--- src/rtl/data_island_scheduler_if.sv ---
// Handshake bundle between the data-island scheduler, the audio buffer's
// occupancy count and the hdmi core's packet_type input.
interface data_island_scheduler_if #(
  parameter int unsigned FIFO_DEPTH_BITS = 8
);
  logic                       frame_start;
  logic                       packet_enable;
  logic [FIFO_DEPTH_BITS-1:0] audio_remaining;
  logic                       avi_enable;
  logic                       audio_info_enable;
  logic [7:0]                 packet_type;
  logic                       audio_pop;
  logic [7:0]                 frame_packet_count;

  modport master (
    output frame_start, packet_enable, audio_remaining, avi_enable, audio_info_enable,
    input  packet_type, audio_pop, frame_packet_count
  );

  modport slave (
    input  frame_start, packet_enable, audio_remaining, avi_enable, audio_info_enable,
    output packet_type, audio_pop, frame_packet_count
  );
endinterface

--- src/rtl/data_island_scheduler.sv ---
// Picks the packet type for each data-island slot: ACR every Nth frame, one AVI and
// one Audio InfoFrame per frame, audio samples otherwise (urgent audio beats InfoFrames).
module data_island_scheduler #(
  parameter int unsigned                ACR_FRAME_INTERVAL = 1,
  parameter int unsigned                FIFO_DEPTH_BITS    = 8,
  parameter logic [FIFO_DEPTH_BITS-1:0] AUDIO_URGENT_LEVEL = FIFO_DEPTH_BITS'(192)
) (
  input  logic                    clk_pixel_i,
  input  logic                    reset_i,
  data_island_scheduler_if.slave  bus
);

  typedef enum logic [7:0] {
    PT_NULL = 8'h00,
    PT_ACR  = 8'h01,
    PT_AUD  = 8'h02,
    PT_AVI  = 8'h82,
    PT_AIF  = 8'h84
  } pkt_e;

  localparam logic [7:0] ACR_LAST = 8'(ACR_FRAME_INTERVAL - 1);

  logic [7:0] frame_cnt_q, frame_cnt_d;
  logic       acr_q, acr_d;
  logic       avi_q, avi_d;
  logic       aif_q, aif_d;
  logic [7:0] run_q, run_d;
  logic [7:0] fpc_q, fpc_d;
  pkt_e       type_q, type_d;
  logic       pop_q, pop_d;
  pkt_e       sel;
  logic       urgent;

  assign urgent = bus.audio_remaining >= AUDIO_URGENT_LEVEL;

  always_comb begin
    frame_cnt_d = frame_cnt_q;
    acr_d       = acr_q;
    avi_d       = avi_q;
    aif_d       = aif_q;
    run_d       = run_q;
    fpc_d       = fpc_q;
    type_d      = type_q;
    pop_d       = 1'b0;
    sel         = PT_NULL;

    // Frame bookkeeping first so a coincident packet_enable sees the fresh frame.
    if (bus.frame_start) begin
      if (frame_cnt_q == ACR_LAST) begin
        frame_cnt_d = 8'd0;
        acr_d       = 1'b1;
      end else begin
        frame_cnt_d = frame_cnt_q + 8'd1;
      end
      avi_d = bus.avi_enable;
      aif_d = bus.audio_info_enable;
      fpc_d = run_q;
      run_d = 8'd0;
    end

    if (acr_d)                                sel = PT_ACR;
    else if (urgent)                          sel = PT_AUD;
    else if (avi_d && bus.avi_enable)         sel = PT_AVI;
    else if (aif_d && bus.audio_info_enable)  sel = PT_AIF;
    else if (bus.audio_remaining != '0)       sel = PT_AUD;
    else                                      sel = PT_NULL;

    if (bus.packet_enable) begin
      type_d = sel;
      pop_d  = (sel == PT_AUD);
      case (sel)
        PT_ACR:  acr_d = 1'b0;
        PT_AVI:  avi_d = 1'b0;
        PT_AIF:  aif_d = 1'b0;
        default: ;
      endcase
      if (sel != PT_NULL && run_d != 8'hff) run_d = run_d + 8'd1;
    end
  end

  always_ff @(posedge clk_pixel_i) begin
    if (reset_i) begin
      frame_cnt_q <= 8'd0;
      acr_q       <= 1'b1;
      avi_q       <= bus.avi_enable;
      aif_q       <= bus.audio_info_enable;
      run_q       <= 8'd0;
      fpc_q       <= 8'd0;
      type_q      <= PT_NULL;
      pop_q       <= 1'b0;
    end else begin
      frame_cnt_q <= frame_cnt_d;
      acr_q       <= acr_d;
      avi_q       <= avi_d;
      aif_q       <= aif_d;
      run_q       <= run_d;
      fpc_q       <= fpc_d;
      type_q      <= type_d;
      pop_q       <= pop_d;
    end
  end

  assign bus.packet_type        = type_q;
  assign bus.audio_pop          = pop_q;
  assign bus.frame_packet_count = fpc_q;

endmodule

--- src/flat_wrapper.sv ---
// flat-port wrapper written by rule: the top's interface ports become plain ports
module data_island_scheduler_flat 
#(
  parameter int unsigned                ACR_FRAME_INTERVAL = 1,
  parameter int unsigned                FIFO_DEPTH_BITS    = 8,
  parameter logic [FIFO_DEPTH_BITS-1:0] AUDIO_URGENT_LEVEL = FIFO_DEPTH_BITS'(192)
)
  (clk_pixel_i, reset_i, bus_frame_start, bus_packet_enable, bus_audio_remaining, bus_avi_enable, bus_audio_info_enable, bus_packet_type, bus_audio_pop, bus_frame_packet_count);
  data_island_scheduler_if #(.FIFO_DEPTH_BITS(FIFO_DEPTH_BITS)) bus_i ();
  input  logic clk_pixel_i;
  input  logic reset_i;
  input wire logic [$bits(bus_i.frame_start)-1:0] bus_frame_start;
  input wire logic [$bits(bus_i.packet_enable)-1:0] bus_packet_enable;
  input wire logic [$bits(bus_i.audio_remaining)-1:0] bus_audio_remaining;
  input wire logic [$bits(bus_i.avi_enable)-1:0] bus_avi_enable;
  input wire logic [$bits(bus_i.audio_info_enable)-1:0] bus_audio_info_enable;
  output wire logic [$bits(bus_i.packet_type)-1:0] bus_packet_type;
  output wire logic [$bits(bus_i.audio_pop)-1:0] bus_audio_pop;
  output wire logic [$bits(bus_i.frame_packet_count)-1:0] bus_frame_packet_count;
  assign bus_i.frame_start = bus_frame_start;
  assign bus_i.packet_enable = bus_packet_enable;
  assign bus_i.audio_remaining = bus_audio_remaining;
  assign bus_i.avi_enable = bus_avi_enable;
  assign bus_i.audio_info_enable = bus_audio_info_enable;
  assign bus_packet_type = bus_i.packet_type;
  assign bus_audio_pop = bus_i.audio_pop;
  assign bus_frame_packet_count = bus_i.frame_packet_count;
  data_island_scheduler #(.ACR_FRAME_INTERVAL(ACR_FRAME_INTERVAL), .FIFO_DEPTH_BITS(FIFO_DEPTH_BITS), .AUDIO_URGENT_LEVEL(AUDIO_URGENT_LEVEL)) u_core (.clk_pixel_i(clk_pixel_i), .reset_i(reset_i), .bus(bus_i));
endmodule
--- config.mk ---
export PLATFORM = sky130hd
export DESIGN_NAME = data_island_scheduler_flat
export DESIGN_NICKNAME = d
export VERILOG_FILES = /design/src/rtl/data_island_scheduler_if.sv /design/src/rtl/data_island_scheduler.sv /design/src/flat_wrapper.sv
export SDC_FILE = /design/constraint.sdc
export NUM_CORES = 1
export LEC_CHECK = 0
export BUFFER_PORTS_ARGS = -buffer_cell sky130_fd_sc_hd__buf_4
export CORE_AREA = 2 2 62 64
export CTS_CLUSTER_SIZE = 10
export DETAILED_ROUTE_END_ITERATION = 8
export DIE_AREA = 0 0 64 66
export PLACE_DENSITY = 0.66
export SLEW_MARGIN = 20
export SYNTH_ARGS = -nofsm -noshare
export SYNTH_HDL_FRONTEND = slang
export SYNTH_SLANG_ARGS = --single-unit
--- constraint.sdc ---
create_clock -name clk_pixel_i -period 2.6 [get_ports clk_pixel_i]
set_input_delay 0.26 -clock clk_pixel_i [delete_from_list [all_inputs] [get_ports clk_pixel_i]]
set_output_delay 0.26 -clock clk_pixel_i [all_outputs]
set_load 0.005 [all_outputs]
==> results by group, run 1 <==
Drt
  – DRC: 0
  – Via density: 5.257
  – Total wire length after detailed routing: 3095 um
  – Starting DRC count in detailed routing: 43
  – WL per Instance: 12.63 um
  – Number of nets with antenna violations after detailed routing: 0
  – Via count: 1288
  – DR pass1 iterations: 5

Timing
  – Post-route clock skew: 0.9857 ps
  – Count of endpoints failing setup in the final report: 0
  – Total count of max-transition violations in the final report: 0
  – Actual slew at the worst max-slew pin: 532.7 ps
  – Number of hold-slack violations in the final timing report: 0
  – Setup TNS: 0 ps
  – RSZ-0062 raised after global routing: no
  – Final worst setup slack: 442.4 ps
  – Headroom to the max-slew limit: 64.41%
  – Maximum operating frequency: 0.4635 GHz
  – Final critical delay including setup and external delays: 2158 ps
  – Ratio of final minimum period to clock period: 82.99%

Synthesis
  – Cell type with the largest total area after synthesis: sky130_fd_sc_hd__dfxtp_1
  – Flip-flop cell with the highest count after synthesis: sky130_fd_sc_hd__dfxtp_1
  – Post-synth design cell area: 1539 um^2
  – Count of unique library cells instantiated by Yosys: 43
  – Top cells by area, synth: sky130_fd_sc_hd__dfxtp_1, sky130_fd_sc_hd__mux2i_1, sky130_fd_sc_hd__nor2_1
  – Number of instances in the synthesized netlist: 172
  – Synth Warn #: 0
  – Post-Syn Area per Cell: 8.948 um^2
  – Number of synthesized flops with an enable pin: 0
  – Proportion of netlist area held by the largest area contributor: 41.63%
  – Synth Register Bits: 32
  – Part of the Yosys area used for sequential elements: 41.63%
  – Async SR Flop Fraction: 0%

Die
  – Ports: 31
  – Horiz. Die Dim: 64 um
  – Initial cell density of the core: 43.34%
  – Placeable core region: 3551 um^2
  – Die Ht: 66 um
  – Area enclosed by the die boundary: 4224 um^2
  – Row count: 22

Pwr
  – Leakage power summed over all cells: 0.7534 nW
  – Maximum VDD drop: 0.2608 mV
  – Total power per unit cell area: 482.8 nW/um^2

Clock network
  – TritonCTS clock tree: yes
  – Clock H-tree levels: 2
  – Clock tree buffer depth: 2
  – Number of CTS-inserted buffers: 5
  – Sinks on the clock net: 32
  – Post-CTS setup buffer count: 0
  – Register clock-pin slew on the reported worst setup and hold paths: 90 ps
  – Count of instances resized after the clock tree is built: 0
  – CTS Hold Bufs: 0
  – Clock latency reported for the late side of the worst-skew pair: 340 ps
  – Root buf cell: sky130_fd_sc_hd__clkbuf_4

Finish
  – Antenna Diode Count: 0
  – Area growth from synthesis to layout: 16.18%
  – Commonest cells after routing, fill and taps aside: sky130_fd_sc_hd__dfxtp_1, sky130_fd_sc_hd__buf_4, sky130_fd_sc_hd__nor2_1, sky130_fd_sc_hd__nand2_1, sky130_fd_sc_hd__a21oi_1
  – Most common library cell in the layout ignoring fill and taps: sky130_fd_sc_hd__dfxtp_1
  – Final non-filler cell total: 245
  – Utilization after layout: 50.35%
  – Share of cells above drive strength 1: 19.80%
  – Number of nets in the layout: 214

Global routing
  – Via count of the first global-routing pass: 1161
  – Antenna violations before repair: 0
  – Pin count of the biggest net entering global routing: 33
  – Global-route wire length before repair: 5244 um
  – Gr usage total: 16.31%
  – Congestion Overflow GR: 0

Hold path
  – Class of the most critical hold timing path: input port to flop
  – Hold path startpoint: bus_audio_info_enable

Place
  – Count of input and output buffers: 26
  – Worst setup slack before clock tree synthesis: 473.7 ps
  – DPL Wire Length: 2200 um
  – Final weighted congestion in routability-driven placement: 0.7422
  – Count of placed standard cells including taps: 238

Worst setup path
  – Critical Path Start Type: flop
  – CP max FO: 14
  – Critical path startpoint: u_core.frame_cnt_q[0]$_SDFFE_PP0P_
  – Critical path class: flop to flop
  – Required time reported for the critical path endpoint: 2840 ps
  – Critical path capture point type: flop
  – CP Data Arrival Time: 2400 ps
  – Startpoint of the worst register-to-register path: u_core.frame_cnt_q[0]$_SDFFE_PP0P_

Run
  – Number of maximum-capacitance violations: 0

Outcome
  – Status: completed
-- through the flow --
stage | cell area (um^2) | power (mW) | hold slack, ps
6_report | 1788 | 0.8632 | 169.2
5_1_grt | 1788 | 0.9118 | 154.6
4_1_cts | 1788 | 0.8714 | 158.9
3_5_place_dp | 1742 | 0.6122 | 469.6
3_3_place_gp | 1742 | 0.6092 | 456.8
2_1_floorplan | 1550 | 0.5838 | 401.0
-- state kept, by name (all words and copies together), names as in the netlist --
register / flops
u_core.bus.frame_packet_count: 8
u_core.frame_cnt_q: 8
u_core.run_q: 8
u_core.bus.packet_type: 4
u_core.acr_q: 1
u_core.aif_q: 1
u_core.avi_q: 1
u_core.bus.audio_pop: 1
-- logic make-up (layout without fill, tap and decap cells) --
logic type      count (synthesis)  count (layout)  share of synthesized area [%]
simple gates                   72              72                          24.31
fa+ha+maj                       3               3                          2.439
buf+inv                        16              38                          5.609
mux                             9               9                          6.179
xor+xnor                        8               8                          4.553
flops                          32              32                          41.63
other cells                     1               4                         0.2437
compound gates                 31              31                          15.04
-- power by group --
part / switching, mW / internal, mW
clock network: 0.163 / 0.0993
logic: 0.0519 / 0.0422
registers: 0.00667 / 0.500
-- cell usage after synthesis (3+ instances only) --
cell type	n
sky130_fd_sc_hd__a21oi_1	11
sky130_fd_sc_hd__a31oi_1	3
sky130_fd_sc_hd__and2_1	5
sky130_fd_sc_hd__and3_1	3
sky130_fd_sc_hd__buf_2	3
sky130_fd_sc_hd__buf_4	4
sky130_fd_sc_hd__clkbuf_1	4
sky130_fd_sc_hd__dfxtp_1	32
sky130_fd_sc_hd__ha_1	3
sky130_fd_sc_hd__inv_1	3
sky130_fd_sc_hd__mux2i_1	8
sky130_fd_sc_hd__nand2_1	17
sky130_fd_sc_hd__nand2b_1	4
sky130_fd_sc_hd__nand3_1	3
sky130_fd_sc_hd__nand4_1	7
sky130_fd_sc_hd__nor2_1	20
sky130_fd_sc_hd__nor2b_1	3
sky130_fd_sc_hd__xor2_1	6
-- layer usage --
| metal | GRT usage [%] | vias to the layer above | part of all wire [%] | wire [um] |
|---|---|---|---|---|
| met2 | 25.13 | 27 | 47 | 1465 |
| met1 | 19.33 | 595 | 46 | 1420 |
| li1 | - | 656 | - | - |
| met4 | 11.68 | 0 | 2.7 | 85 |
| met5 | 0 | - | 0 | 0 |
| met3 | 4.770 | 10 | 4.0 | 124 |
-- final timing paths --
path / endpoint / cells past startpoint / slack [ps]
setup / recovery: u_core.run_q[6]$_SDFF_PP0_ / 7 / 440
setup reg to reg: u_core.run_q[6]$_SDFF_PP0_ / 7 / 440
hold reg to reg: u_core.bus.packet_type[0]$_SDFFE_PP0P_ / 2 / 480
hold / removal: u_core.aif_q$_DFF_P_ / 2 / 170
-- worst max-delay path, cell delays in order (launching register included) --
cell and delay, ps:
sky130_fd_sc_hd__dfxtp_1 440, sky130_fd_sc_hd__inv_1 70, sky130_fd_sc_hd__ha_1 200, sky130_fd_sc_hd__nor4b_2 180, sky130_fd_sc_hd__a31o_1 220, sky130_fd_sc_hd__o311a_4 450
sky130_fd_sc_hd__and4_4 220, sky130_fd_sc_hd__mux2_4 280
-- area by class of cell --
class / count / area [um^2]
multi-input combinational: 127 / 823.3
timing repair buffer: 27 / 202.7
clock buffer: 6 / 41.29
sequential: 32 / 640.6
fill: 347 / 1763
tap: 48 / 60.06
inverter: 4 / 15.01
clock inverter: 1 / 5.005
(Power assumes the default switching activity.)
==> run 2, diff against run 1 <==
- ABC_AREA: default -> 1
- CORE_AREA: 2 2 62 64 -> 2 2 65 67
- DIE_AREA: 0 0 64 66 -> 0 0 67 69
- PLACE_DENSITY: 0.66 -> default
- clock period: 2.6 -> 2.2 ns (I/O delays scaled with it)
==> results by group, run 2 <==
Pwr
  – Maximum VDD drop: 0.2600 mV
  – Clock share of power: 39.4%
  – Leakage power summed over all cells: 0.8879 nW
  – Comb pwr share: 10.2%
  – Sequential Power Share: 50.3%
  – Total power per unit cell area: 605.7 nW/um^2
  – Internal cell power: 0.8978 mW
  – Switching Share: 24.92%
  – Switching power of the nets: 0.2981 mW

Die
  – Initial cell density of the core: 43.06%
  – Row count: 23
  – Area enclosed by the die boundary: 4623 um^2
  – Ports: 31
  – Placeable core region: 3914 um^2
  – Die Ht: 69 um
  – Horiz. Die Dim: 67 um

Worst setup path
  – R2R Path End: u_core.run_q[3]$_SDFF_PP0_
  – CP max FO: 8
  – CP Data Arrival Time: 1980 ps
  – Slowest-stage cell, CP: sky130_fd_sc_hd__dfxtp_1
  – Delay contributed by the slowest stage of the critical path: 310 ps
  – Number of cells on the worst reg-to-reg path: 13
  – Required time reported for the critical path endpoint: 2390 ps
  – Critical path class: flop to flop
  – Largest delay contributor family on the critical path: simple AND/OR/NAND/NOR gates
  – R2R Setup Slk: 410 ps
  – Critical path startpoint: u_core.run_q[0]$_SDFF_PP0_
  – Worst path cell trace: inv_1 > nor2_1 > ha_1 > nand2_1 > nor2_4 > nand3_2 > nor2_1 > nor2_2 > buf_4 > nand3_1 > nand2_1 > inv_2 > nor2_2
  – Buffers plus inverters on the worst setup path: 3
  – Critical Path Start Type: flop
  – Startpoint of the worst register-to-register path: u_core.run_q[0]$_SDFF_PP0_
  – Critical path capture point type: flop

Synthesis
  – Flip-flop cell with the highest count after synthesis: sky130_fd_sc_hd__dfxtp_1
  – Count of unique library cells instantiated by Yosys: 33
  – Cell type with the largest total area after synthesis: sky130_fd_sc_hd__dfxtp_1
  – Top cells by area, synth: sky130_fd_sc_hd__dfxtp_1, sky130_fd_sc_hd__nand2_1, sky130_fd_sc_hd__inv_1
  – Synth Warn #: 0
  – Async SR Flop Fraction: 0%
  – Number of instances in the synthesized netlist: 235
  – Post-Syn Area per Cell: 7.172 um^2
  – Part of the Yosys area used for sequential elements: 38.01%
  – Number of synthesized flops with an enable pin: 0
  – Synth Register Bits: 32
  – Post-synth design cell area: 1685 um^2
  – Most instantiated library cell after synthesis: sky130_fd_sc_hd__nand2_1
  – Top cells by instance count after synthesis: sky130_fd_sc_hd__nand2_1, sky130_fd_sc_hd__inv_1, sky130_fd_sc_hd__dfxtp_1, sky130_fd_sc_hd__nor2_1, sky130_fd_sc_hd__nand3_1
  – Proportion of netlist area held by the largest area contributor: 38.01%

Timing
  – Worst hold slack after final layout: 142.3 ps
  – Ratio of final minimum period to clock period: 81.32%
  – Count of endpoints failing setup in the final report: 0
  – Maximum operating frequency: 0.5590 GHz
  – Number of hold-slack violations in the final timing report: 0
  – Setup TNS: 0 ps
  – Post-route clock skew: 4.715 ps
  – Total count of max-transition violations in the final report: 0
  – RSZ-0062 raised after global routing: no
  – Final critical delay including setup and external delays: 1789 ps

Clock network
  – Count of instances resized after the clock tree is built: 0
  – Number of CTS-inserted buffers: 5
  – Root buf cell: sky130_fd_sc_hd__clkbuf_8
  – Clock latency reported for the late side of the worst-skew pair: 280 ps
  – Clock H-tree levels: 2
  – Sinks on the clock net: 32
  – Post-CTS setup buffer count: 0
  – CTS Hold Bufs: 0
  – Register clock-pin slew on the reported worst setup and hold paths: 70 ps
  – Clock tree buffer depth: 2
  – TritonCTS clock tree: yes

Hold path
  – Class of the most critical hold timing path: input port to flop
  – Worst Hold Depth: 3
  – Hold path startpoint: bus_avi_enable
  – Hold worst-path end: u_core.avi_q$_DFF_P_

Drt
  – DRC: 0
  – WL per Instance: 11.10 um
  – DR pass1 iterations: 4
  – Via count: 1466
  – Number of nets with antenna violations after detailed routing: 0
  – Via density: 4.684
  – Starting DRC count in detailed routing: 35
  – Total wire length after detailed routing: 3473 um

Global routing
  – Gr usage total: 16.97%
  – Global-route wire length before repair: 5982 um
  – Antenna violations before repair: 0
  – Via count of the first global-routing pass: 1314
  – Congestion Overflow GR: 0
  – Pin count of the biggest net entering global routing: 15

Finish
  – Number of nets in the layout: 279
  – Area growth from synthesis to layout: 17.15%
  – Antenna Diode Count: 0
  – Most common library cell in the layout ignoring fill and taps: sky130_fd_sc_hd__nand2_1
  – Utilization after layout: 50.45%
  – Share of cells above drive strength 1: 23.19%
  – Non-Filler Cell Area, Final: 1974 um^2
  – Commonest cells after routing, fill and taps aside: sky130_fd_sc_hd__nand2_1, sky130_fd_sc_hd__inv_1, sky130_fd_sc_hd__dfxtp_1, sky130_fd_sc_hd__nor2_1, sky130_fd_sc_hd__buf_4
  – Final non-filler cell total: 313

Place
  – Dpl cell area: 1884 um^2
  – Final weighted congestion in routability-driven placement: 0.8063
  – Count of input and output buffers: 26
  – Count of placed standard cells including taps: 305
  – DPL Wire Length: 2592 um

Run
  – Number of maximum-capacitance violations: 0

Outcome
  – Status: completed
[run 2: changes by cell type after synthesis, sizes merged, moves of 4 or more]
| cell | before | now |
|---|---|---|
| xor2 | 6 | 0 |
| mux2i | 8 | 0 |
| nand3 | 3 | 20 |
| o21ai | 3 | 15 |
| nor3 | 2 | 6 |
| nand2b | 4 | 0 |
| nand2 | 17 | 43 |
| inv | 3 | 38 |
| and2 | 5 | 0 |
| nor2 | 20 | 41 |
[run 2: final cells by class]
type,count,area [um^2]
inverters,38,145.1
multi-input cells,156,818.3
fillers,428,1939
clock buffers,8,90.09
flip-flops and latches,32,640.6
repair buffers,29,217.7
well taps,50,62.56
[run 2: worst max path at each step]
stage	slack, ps	end	cells past startpoint
after global placement	440	u_core.run_q[4]$_SDFF_PP0_	13
after detailed placement	390	u_core.run_q[3]$_SDFF_PP0_	13
after CTS	390	u_core.run_q[3]$_SDFF_PP0_	13
after floorplan	430	u_core.run_q[7]$_SDFF_PP0_	14
after global routing	200	u_core.run_q[3]$_SDFF_PP0_	13
final	410	u_core.run_q[3]$_SDFF_PP0_	13
[run 2: worst register-to-register path, cell delays in order (launching register included)]
cell                      delay (ps)
sky130_fd_sc_hd__dfxtp_1         310
sky130_fd_sc_hd__inv_1            60
sky130_fd_sc_hd__nor2_1          180
sky130_fd_sc_hd__ha_1            220
sky130_fd_sc_hd__nand2_1          90
sky130_fd_sc_hd__nor2_4          150
sky130_fd_sc_hd__nand3_2          90
sky130_fd_sc_hd__nor2_1          120
sky130_fd_sc_hd__nor2_2           80
sky130_fd_sc_hd__buf_4           170
sky130_fd_sc_hd__nand3_1          80
sky130_fd_sc_hd__nand2_1          70
sky130_fd_sc_hd__inv_2            50
sky130_fd_sc_hd__nor2_2           30
[run 2: metrics by stage]
stage / worst slack [ps] / power (mW)
after global routing: 205.0 / 1.253
after global placement: 435.8 / 0.7364
after detailed placement: 392.1 / 0.7383
after CTS: 391.8 / 1.213
after floorplan: 430.5 / 0.7009
final: 411.0 / 1.196
[run 2: kinds of logic after synthesis]
kind of cell / after synthesis / synth area share [%]
buffers and inverters: 50 / 14.10
XOR/XNOR: 1 / 0.5198
AO/OA/AOI/OAI: 26 / 8.389
adder cells (fa/ha/maj): 3 / 2.227
flip-flops: 32 / 38.01
other: 1 / 0.2225
AND/OR/NAND/NOR: 122 / 36.53
[run 2: layer usage]
| metal | wire length, um | global-route usage (%) |
|---|---|---|
| met1 | 1659 | 22.35 |
| met2 | 1616 | 25.41 |
| met3 | 126 | 4.894 |
| met4 | 70 | 7.483 |
| met5 | 0 | 0 |
[run 2: power by group through the flow]
stage               logic [mW]  clock network [mW]  registers, mW
floorplan               0.0869                   0          0.614
global placement         0.121                   0          0.615
detailed placement       0.123                   0          0.615
CTS                      0.124               0.487          0.602
global route             0.140               0.511          0.603
finish                   0.122               0.472          0.602
==> run 3, diff against run 2 <==
- ABC_AREA: 1 -> 0
- CORE_AREA: 2 2 65 67 -> 2 2 62 64
- DIE_AREA: 0 0 67 69 -> 0 0 64 66
- PLACE_DENSITY: default -> 0.66
- clock period: 2.2 -> 1.7 ns (I/O delays scaled with it)
==> results by group, run 3 (synthesis results as in run 1) <==
Outcome
  – Status: finished, violations left
  – Failing checks: setup timing

Worst setup path
  – Worst path cell trace: inv_2 > ha_4 > nor4b_4 > a31o_1 > o311a_4 > buf_4 > a311o_1 > nand2_1
  – CP max FO: 6
  – Critical path class: flop to flop
  – Largest delay contributor family on the critical path: compound AO/OA/AOI/OAI gates
  – CP Data Arrival Time: 2060 ps
  – Critical Path Start Type: flop
  – Critical path capture point type: flop
  – Required time reported for the critical path endpoint: 1990 ps
  – Delay contributed by the slowest stage of the critical path: 360 ps
  – Buffers plus inverters on the worst setup path: 2
  – Slowest-stage cell, CP: sky130_fd_sc_hd__dfxtp_4

Finish
  – Number of nets in the layout: 235
  – Share of cells above drive strength 1: 34.25%
  – Non-Filler Cell Area, Final: 2074 um^2
  – Commonest cells after routing, fill and taps aside: sky130_fd_sc_hd__buf_4, sky130_fd_sc_hd__dfxtp_1, sky130_fd_sc_hd__nor2_1, sky130_fd_sc_hd__nand2_1, sky130_fd_sc_hd__a21oi_1
  – Most common library cell in the layout ignoring fill and taps: sky130_fd_sc_hd__buf_4
  – Antenna Diode Count: 0
  – Final non-filler cell total: 267
  – Utilization after layout: 58.42%
  – Area growth from synthesis to layout: 34.80%

Timing
  – Total count of max-transition violations in the final report: 0
  – Post-route clock skew: 6.509 ps
  – RSZ-0062 raised after global routing: yes
  – Worst hold slack after final layout: 83.58 ps
  – Count of endpoints failing setup in the final report: 4
  – Final critical delay including setup and external delays: 1768 ps
  – Number of hold-slack violations in the final timing report: 0
  – Setup TNS: -131.8 ps
  – Ratio of final minimum period to clock period: 104.0%
  – Final worst setup slack: -67.63 ps
  – Maximum operating frequency: 0.5657 GHz

Clock network
  – TritonCTS clock tree: yes
  – Root buf cell: sky130_fd_sc_hd__clkbuf_4
  – Clock tree buffer depth: 2
  – Sinks on the clock net: 32
  – CTS Hold Bufs: 0
  – Register clock-pin slew on the reported worst setup and hold paths: 100 ps
  – Number of CTS-inserted buffers: 5
  – Clock H-tree levels: 2
  – Clock latency reported for the late side of the worst-skew pair: 340 ps

Die
  – Ports: 31
  – Horiz. Die Dim: 64 um
  – Area enclosed by the die boundary: 4224 um^2
  – Placeable core region: 3551 um^2
  – Row count: 22
  – Die Ht: 66 um
  – Initial cell density of the core: 43.34%

Drt
  – Starting DRC count in detailed routing: 50
  – Number of nets with antenna violations after detailed routing: 0
  – Wire length on met2: 1724 um
  – Total wire length after detailed routing: 3402 um
  – DR pass1 iterations: 4
  – Via density: 5.157
  – DRC: 0
  – WL per Instance: 12.74 um
  – Met3 wire length: 121 um
  – Via count: 1377
  – Top sig layer: met4
  – Met1 Wirelength: 1505 um

Place
  – Count of placed standard cells including taps: 258
  – DPL Wire Length: 2502 um
  – Dpl cell area: 1931 um^2
  – Final weighted congestion in routability-driven placement: 0.8163
  – Count of input and output buffers: 26
  – Worst setup slack before clock tree synthesis: -103.6 ps

Run
  – Number of maximum-capacitance violations: 0

Global routing
  – Pin count of the biggest net entering global routing: 33
  – Global-route wire length before repair: 5678 um
  – Congestion Overflow GR: 0
  – Gr usage total: 17.43%
  – Antenna violations before repair: 0
  – Via count of the first global-routing pass: 1360

Pwr
  – Total power per unit cell area: 779.1 nW/um^2
  – Total power consumption of the routed design: 1.616 mW
  – Maximum VDD drop: 0.3591 mV
  – Leakage power summed over all cells: 0.9103 nW

Hold path
  – Class of the most critical hold timing path: input port to flop
[run 3: repair_timing]
item,4_1_cts,5_1_grt
resized for setup,2,6
setup buffers,0,1
setup endpoints to repair,5,11
pin swaps,3,2
[run 3: cell type report]
type	instances	area, um^2
Clock buffer	7	65.06
Multi-Input combinational cell	127	893.4
Sequential cell	32	646.9
Tap cell	48	60.06
Fill cell	328	1476
Inverter	4	15.01
Clock inverter	1	30.03
Timing Repair Buffer	48	364.1
[run 3: routing by layer]
metal	track usage, %	vias up
li1	-	687
met1	20.28	668
met2	29.82	16
met3	5.622	6
met4	6.522	0
met5	0	-
[run 3: path summary, 6_finish.rpt]
kind / endpoint / slack (ps) / start / cells past startpoint
max: u_core.run_q[7]$_SDFF_PP0_ / -70 / u_core.frame_cnt_q[0]$_SDFFE_PP0P_ / 8
min: u_core.acr_q$_SDFF_PP1_ / 80 / bus_packet_enable / 2
max reg2reg: u_core.run_q[7]$_SDFF_PP0_ / -70 / u_core.frame_cnt_q[0]$_SDFFE_PP0P_ / 8
min reg2reg: u_core.bus.packet_type[2]$_SDFFE_PP0P_ / 480 / u_core.bus.packet_type[2]$_SDFFE_PP0P_ / 2
[run 3: power breakdown]
part / internal (mW) / switching (mW) / total [mW]
registers: 0.765 / 0.00877 / 0.774
clock network: 0.390 / 0.259 / 0.650
logic: 0.0986 / 0.0943 / 0.193
[run 3: worst reg2reg max path: cells and delay by family, from the launching register on]
kind / cells / cell delay [ps]
adder cells (fa/ha/maj): 1 / 140
flip-flops: 1 / 360
AO/OA/AOI/OAI: 3 / 840
AND/OR/NAND/NOR: 2 / 190
buffers and inverters: 2 / 190
